[src/rtl/reg_triplet_serializer_pkg.sv]
// Shared types and constants for the triplet serializer and its lane scanner.
package reg_triplet_serializer_pkg;

   typedef enum logic {
      ST_IDLE = 1'b0,
      ST_SEND = 1'b1
   } state_e;

   localparam int LANES  = 3;
   localparam int LANE_W = 2;

   function automatic logic [LANES-1:0] lane_onehot(input logic [LANE_W-1:0] lane);
      logic [LANES-1:0] bit0;
      bit0 = LANES'(1);
      return bit0 << lane;
   endfunction

endpackage

[src/rtl/reg_triplet_serializer_lowest_set_lane.sv]
// Priority encoder: lowest set lane of a mask, and whether it is the only one left.
module lowest_set_lane
   import reg_triplet_serializer_pkg::*;
(
   input  logic [LANES-1:0]  mask,
   output logic [LANE_W-1:0] lane,
   output logic              is_last
);

   always_comb begin
      lane = '0;
      if (mask[0]) begin
         lane = LANE_W'(0);
      end else if (mask[1]) begin
         lane = LANE_W'(1);
      end else if (mask[2]) begin
         lane = LANE_W'(2);
      end
      is_last = (mask != '0) && ((mask & ~lane_onehot(lane)) == '0);
   end

endmodule

[src/rtl/reg_triplet_serializer.sv]
// Captures a three-lane triplet and replays the enabled lanes as a tagged byte stream.
module reg_triplet_serializer
   import reg_triplet_serializer_pkg::*;
#(
   parameter int WIDTH = 8,
   parameter int CNT_W = 16
) (
   input  logic             clk,
   input  logic             rst,
   input  logic             in_valid,
   output logic             in_ready,
   input  logic [WIDTH-1:0] d0,
   input  logic [WIDTH-1:0] d1,
   input  logic [WIDTH-1:0] d2,
   input  logic [2:0]       lane_mask,
   output logic             out_valid,
   input  logic             out_ready,
   output logic [WIDTH-1:0] out_data,
   output logic [1:0]       out_lane,
   output logic             out_last,
   output logic [CNT_W-1:0] frame_cnt,
   output logic [CNT_W-1:0] drop_cnt
);

   state_e                       state_q, state_d;
   logic [LANES-1:0]             mask_q, mask_d;
   logic [LANES-1:0][WIDTH-1:0]  hold_q, hold_d;
   logic                         out_valid_q, out_valid_d;
   logic [WIDTH-1:0]             out_data_q, out_data_d;
   logic [LANE_W-1:0]            out_lane_q, out_lane_d;
   logic                         out_last_q, out_last_d;
   logic [CNT_W-1:0]             frame_cnt_q, frame_cnt_d;
   logic [CNT_W-1:0]             drop_cnt_q, drop_cnt_d;

   logic [LANE_W-1:0]            nxt_lane;
   logic                         nxt_last;
   logic                         accept;
   logic                         out_fire;

   // Scanning the next-cycle mask lets the output byte be registered with no extra latency.
   lowest_set_lane u_scan (
      .mask    (mask_d),
      .lane    (nxt_lane),
      .is_last (nxt_last)
   );

   assign in_ready = (state_q == ST_IDLE) || (out_last_q && out_ready);
   assign accept   = in_valid && in_ready;
   assign out_fire = out_valid_q && out_ready;

   always_comb begin
      state_d     = state_q;
      mask_d      = mask_q;
      hold_d      = hold_q;
      frame_cnt_d = frame_cnt_q;
      drop_cnt_d  = drop_cnt_q;

      if (out_fire) begin
         mask_d = mask_q & ~lane_onehot(out_lane_q);
         if (out_last_q) begin
            frame_cnt_d = frame_cnt_q + CNT_W'(1);
            state_d     = ST_IDLE;
         end
      end

      // A capture on the final handshake overrides the return to IDLE: no bubble.
      if (accept) begin
         if (lane_mask != '0) begin
            hold_d  = {d2, d1, d0};
            mask_d  = lane_mask;
            state_d = ST_SEND;
         end else begin
            drop_cnt_d = drop_cnt_q + CNT_W'(1);
         end
      end

      out_valid_d = (state_d == ST_SEND);
      out_lane_d  = '0;
      out_data_d  = '0;
      out_last_d  = 1'b0;
      if (out_valid_d) begin
         out_lane_d = nxt_lane;
         out_last_d = nxt_last;
         case (nxt_lane)
            LANE_W'(1): out_data_d = hold_d[1];
            LANE_W'(2): out_data_d = hold_d[2];
            default:    out_data_d = hold_d[0];
         endcase
      end
   end

   always_ff @(posedge clk or posedge rst) begin
      if (rst) begin
         state_q     <= ST_IDLE;
         mask_q      <= '0;
         hold_q      <= '0;
         out_valid_q <= 1'b0;
         out_data_q  <= '0;
         out_lane_q  <= '0;
         out_last_q  <= 1'b0;
         frame_cnt_q <= '0;
         drop_cnt_q  <= '0;
      end else begin
         state_q     <= state_d;
         mask_q      <= mask_d;
         hold_q      <= hold_d;
         out_valid_q <= out_valid_d;
         out_data_q  <= out_data_d;
         out_lane_q  <= out_lane_d;
         out_last_q  <= out_last_d;
         frame_cnt_q <= frame_cnt_d;
         drop_cnt_q  <= drop_cnt_d;
      end
   end

   assign out_valid = out_valid_q;
   assign out_data  = out_data_q;
   assign out_lane  = out_lane_q;
   assign out_last  = out_last_q;
   assign frame_cnt = frame_cnt_q;
   assign drop_cnt  = drop_cnt_q;

endmodule

[config.mk]
export PLATFORM = sky130hd
export DESIGN_NAME = reg_triplet_serializer
export DESIGN_NICKNAME = d
export VERILOG_FILES = /design/src/rtl/reg_triplet_serializer_pkg.sv /design/src/rtl/reg_triplet_serializer_lowest_set_lane.sv /design/src/rtl/reg_triplet_serializer.sv
export SDC_FILE = /design/constraint.sdc
export NUM_CORES = 1
export LEC_CHECK = 0
export BUFFER_PORTS_ARGS = -buffer_cell sky130_fd_sc_hd__buf_2
export CELL_PAD_IN_SITES_DETAIL_PLACEMENT = 0
export CELL_PAD_IN_SITES_GLOBAL_PLACEMENT = 2
export CORE_MARGIN = 3
export CORE_UTILIZATION = 35
export CTS_CLUSTER_DIAMETER = 30
export DETAILED_ROUTE_END_ITERATION = 8
export GPL_TIMING_DRIVEN = 0
export PLACE_DENSITY = 0.78
export SYNTH_ARGS = -nofsm -noshare
export SYNTH_HDL_FRONTEND = slang
export SYNTH_SLANG_ARGS = --single-unit
[constraint.sdc]
create_clock -name clk -period 2.65 [get_ports clk]
set_input_delay 0.265 -clock clk [delete_from_list [all_inputs] [get_ports clk]]
set_output_delay 0.265 -clock clk [all_outputs]
set_load 0.02 [all_outputs]
# Word-level counts from Yosys, hierarchy flattened
# Index checks and enable logic that the tools add are counted.
# totals
reg_bits	71
inputBits	31
wordCells	48
out_inout_bits	45
# op_classes
add_sub_neg	2
n_reduce_logical	10
shifts	2
eq_ne	2
mux	16
bitwise	6
# ops
cell	count
two-way mux 24 bit	2
adder 16 x 1 -> 16 bit (second input constant)	2
one-hot mux 8 bit (2 select lines)	1
two-way mux 3 bit	3
two-way mux 2 bit	4
two-way mux 8 bit	1
bitwise AND 3 bit	2
NOT 3 bit	2
nonzero test 3 bit	2
left shift 1 x 2 -> 3 bit (first input constant)	2
two-way mux 1 bit	5
logical AND 1 bit	4
AND reduction 2 bit	2
zero test 3 bit	1
equality test 2 x 1 -> 1 bit (second input constant)	1
equality test 2 bit (second input constant)	1
NOT 1 bit	2
logical OR 1 bit	1

# Logic depth before layout (Yosys ltp)
# logic_depth
word_depth	15
mapped_depth	8
mapped_depth_nobuf	6

# Cells and area by module
# Synthesis repeated with hierarchy kept, for this count alone.
# hier_totals
hier_cells	373
hier_area_um2	3492.1
# by_module_without_submodules
module	seq_area_each_um2	area_per_inst_um2	cells_per_inst	instances
reg_triplet_serializer	1776.7	3457.1	368	1
lowest_set_lane	0.0	35.0	5	1

# Worst setup path before layout
# Ideal clock, no wire load.
# synth_path
path_type	register to register
startpoint	register out_valid_q, in the netlist out_valid
endpoint	register out_data_q[2], in the netlist out_data[2]
path_stages_with_launch	8
path_buffers	1
arrival_ns	1.652
synth_period_minus_slack_ns	1.790
required_ns	2.512
setup_time_ns	0.138
path_slack_ns	0.860
cell_sequence	dfrtp_1 > a21boi_4 > inv_2 > nand3_4 > buf_4 > mux2_2 > nand3_1 > o221ai_2
# synth_rtl
element	line_no	rtl
start, declared	reg_triplet_serializer.sv:28	logic out_valid_q, out_valid_d;
start signal, assigned	reg_triplet_serializer.sv:107	out_valid_q <= out_valid_d;
end signal, assigned	reg_triplet_serializer.sv:108	out_data_q <= out_data_d;
end, declared	reg_triplet_serializer.sv:29	logic [WIDTH-1:0] out_data_q, out_data_d;

# Worst setup path after layout
# layout_path
startpoint	register out_valid_q, in the netlist out_valid
endpoint	register out_data_q[6], in the netlist out_data[6]
# layout_via
elab_chain_cells	10
elab_cells_between_ends	19
classes_between	2 x eq/ne; 13 x mux; 1 x bitwise; 3 x reduce/logical
# layout_rtl
element	line_no	rtl
logical AND 1 bit or NOT 1 bit (tied branches)	n/a	
two-way mux 3 bit or logical OR 1 bit (tied branches)	n/a	
two-way mux 3 bit or logical AND 1 bit (tied branches)	n/a	
two-way mux 3 bit	reg_triplet_serializer.sv:67	if (accept) begin
two-way mux 2 bit	reg_triplet_serializer_lowest_set_lane.sv:16	end else if (mask[2]) begin
two-way mux 2 bit	reg_triplet_serializer_lowest_set_lane.sv:14	end else if (mask[1]) begin
two-way mux 2 bit	reg_triplet_serializer_lowest_set_lane.sv:12	if (mask[0]) begin
equality test 2 bit or equality test 2 x 1 -> 1 bit (tied branches)	reg_triplet_serializer.sv:84	case (nxt_lane)
one-hot mux 8 bit (2 select lines)	reg_triplet_serializer.sv:84	
two-way mux 8 bit (*)	reg_triplet_serializer.sv:81	if (out_valid_d) begin
named net out_data_d[6]	reg_triplet_serializer.sv:29	
# The timed path passes the listed nets; every way through them passes the cells marked *.
# A chain may end at the register's enable or synchronous reset.

==> metrics.txt <==
status=finished clean; worst slew pin tran=between 500 and 600 ps; dpl hpwl=4862 µm; Placer Congestion=0.7289; Rows=34; Reg2Reg Setup Slack=approximately 760 ps; fmax=528.8 MHz; crit start category=flop; largest net degree at the start of global routing=41; Setup Buffers After CTS=0; Final Critical Period=approximately 1900 ps; Hold Vio Cnt, Final=0; buffer depth of the longest clock path=2; Post-Synthesis Cell Area=between 3000 and 4000 µm²; drt pass-1 iters=4; post-synth cell types=47; CP Max Fanout=10; Top Metal Used=met4; Worst R2R End=out_data[6]$_DFF_PP0_; Crit Path Class=reg -> reg; global-route wire length before repair=11140 µm; CTS tree=done; # port buffers=74; nature of the critical path endpoint=flop; Cell Pwr Density=between 1000 and 1500 nW/µm²; hold depth=3; layout cells sized above 1=36.16%; Synth Area in Simple Gates=15.80%; post-CTS sizing=0; RSZ-0062 raised after global routing=false; Detail Route Antenna Nets=0; Clock transition at path regs=80 ps; antenna violations before repair=0; largest family of logic cells by synthesized area=simple AND/OR/NAND/NOR gates; Synth Area in Compound Gates=8.153%; Worst Hold Endpoint=hold_q[6]$_DFF_PP0_; number of synthesized flops with an enable pin=0; die width=102.2 µm; post-synthesis mux area share=8.385%; Warnings, synthesis=0; final WL=6645 µm; met3 WL=372 µm; most common cell after layout, fill and taps aside=buf_2; RR Startpoint=out_valid$_DFF_PP0_; area delta synth->final=23.42%; register area=1777 µm²; IO Count=between 70 and 80; routed vias=about 2200; prevailing post-synth register cell=dfrtp_1; ys async rst share=100.0%; GR Overflow Total=0; H-tree depth=3; routed vias/inst=around 4.8; post-layout util=~45%; Num CTS Buffers=9; initial core utilization=36.60%; Die ar.=between 10000 and 15000 µm²; drt drc=0; worst rel slew slack=60.23%; WL/cell=14.38 µm; core footprint=between 8000 and 9000 µm²; Fill cells=874; register bit total from synthesis=71; Seq/Total Area, Yosys=between 50% and 60%; met2 WL=3096 µm; Multi-input gate area=around 1300 µm²; syn nets=295; Overall Global Routing Usage=13.80%; Worst Path Arrival=2100 ps; hold crit path type=in -> reg; Final period util=71.37%; Worst Reg-to-Reg Cells=6; most frequent cells in the layout=buf_2, dfrtp_1, xnor2_1; Max rail drop VDD=558.4 µV; nets=382; leakage=2.063 nW; setup TNS=0 ps; Max-Cap Viols=0; DIE HEIGHT=102.2 µm; # diodes=0; Sink Count=71; vias in the first global route=approximately 2300; Clk Latency, worst-skew pair=340 ps; First DRT Iteration DRCs=between 50 and 60; hold path start=d0[6]; Max Transition Viols Final=0; Syn Area/Cell=around 12 µm²; Post-Synth Adder-Cell Area=0.7728%; root buffer selected by CTS=clkbuf_8; Critical Path RT=2860 ps; Final Setup Violations=0; Max Clock Skew=11.39 ps; Synth Area in XOR/XNOR=a little over 8%; Syn Inst Count=roughly 260; Met1 Wirelength=roughly 3100 µm
==> Yosys cell counts (8+ instances only) <==
cell      instances  area, µm²
dfrtp_1          71       1777
inv_1            20      75.07
mux2_2            9      101.4
mux2i_1          17      170.2
nand2_1          13      48.80
nand3_1          20      100.1
nand4_1          13      81.33
nor2_1           11      41.29
o221ai_2          8      120.1
xnor2_1          22      192.7
xor2_1            8      70.07
==> critical path: stages (launching register included) <==
cell	delay [ps]
dfrtp_1	470
a21boi_4	270
inv_2	80
nand3_4	130
buf_2	340
mux2i_1	330
o221ai_2	140
==> worst max-delay path by stage <==
stage,slack [ps],cells after the start,from,to
6_report,760,6,out_valid$_DFF_PP0_,out_data[6]$_DFF_PP0_
5_1_grt,570,5,out_valid$_DFF_PP0_,out_last$_DFF_PP0_
4_1_cts,750,5,out_valid$_DFF_PP0_,out_data[0]$_DFF_PP0_
3_5_place_dp,680,6,lane_mask[2],out_data[6]$_DFF_PP0_
3_3_place_gp,-390,2,rst,out_data[2]$_DFF_PP0_
2_1_floorplan,590,1,rst,drop_cnt[0]$_DFFE_PP0P_
==> power breakdown <==
group / total (mW) / internal [mW] / leakage (nW) / switching (mW)
sequential: 1.63 / 1.44 / 0.905 / 0.192
combinational: 1.53 / 0.647 / 1.04 / 0.882
clock: 0.944 / 0.533 / 0.114 / 0.411
total: 4.10 / 2.62 / 2.06 / 1.49
==> layer usage <==
layer / vias to the layer above / track usage [%]
met5: - / 0
met4: 0 / 4.541
met1: 1070 / 17.96
met2: 56 / 22.14
li1: 1104 / -
met3: 7 / 4.096
==> sequential cells by signal, summed over array words and instances, names as in the netlist <==
register	count
out_last	1
frame_cnt	16
out_valid	1
hold_q	24
mask_q	3
out_data	8
drop_cnt	16
out_lane	2
==> through the flow <==
step                      hold slack [ps]  setup slack [ps]  power [mW]  instance area [µm²]  instances
after floorplan                     418.9             588.4       2.776                 3238        262
after global placement              450.0            -392.6       3.179                 3744        444
after detailed placement            301.8             680.6       3.203                 3766        445
after CTS                           145.8             746.3       4.174                 3996        462
after global routing                142.6             571.1       4.400                 3996        462
final                               169.7             758.8       4.102                 3996        462
==> layout make-up <==
type / count / share of cell area, %
buffer: 6 / 1.096
clock buffer: 9 / 3.100
clock inverter: 7 / 2.411
inverter: 22 / 2.129
multi-input combinational: 163 / 33.41
sequential: 71 / 44.46
tap: 108 / 3.381
timing repair buffer: 76 / 10.02
==> kinds of logic after synthesis <==
kind of cell,Yosys count
AOI/OAI and AO/OA,21
adders and majority gates,2
and+or+nand+nor,84
buffers and inverters,28
DFF,71
muxes,26
xor gates and xnor gates,30
==> what timing repair did <==
| item | in CTS | in global routing |
|---|---|---|
| hold buffers | 1 | 0 |
| hold endpoints to repair | 31 | 0 |
| endpoints found under the setup margin | 0 | 0 |
No activity file was read; power rests on OpenSTA's default activity.
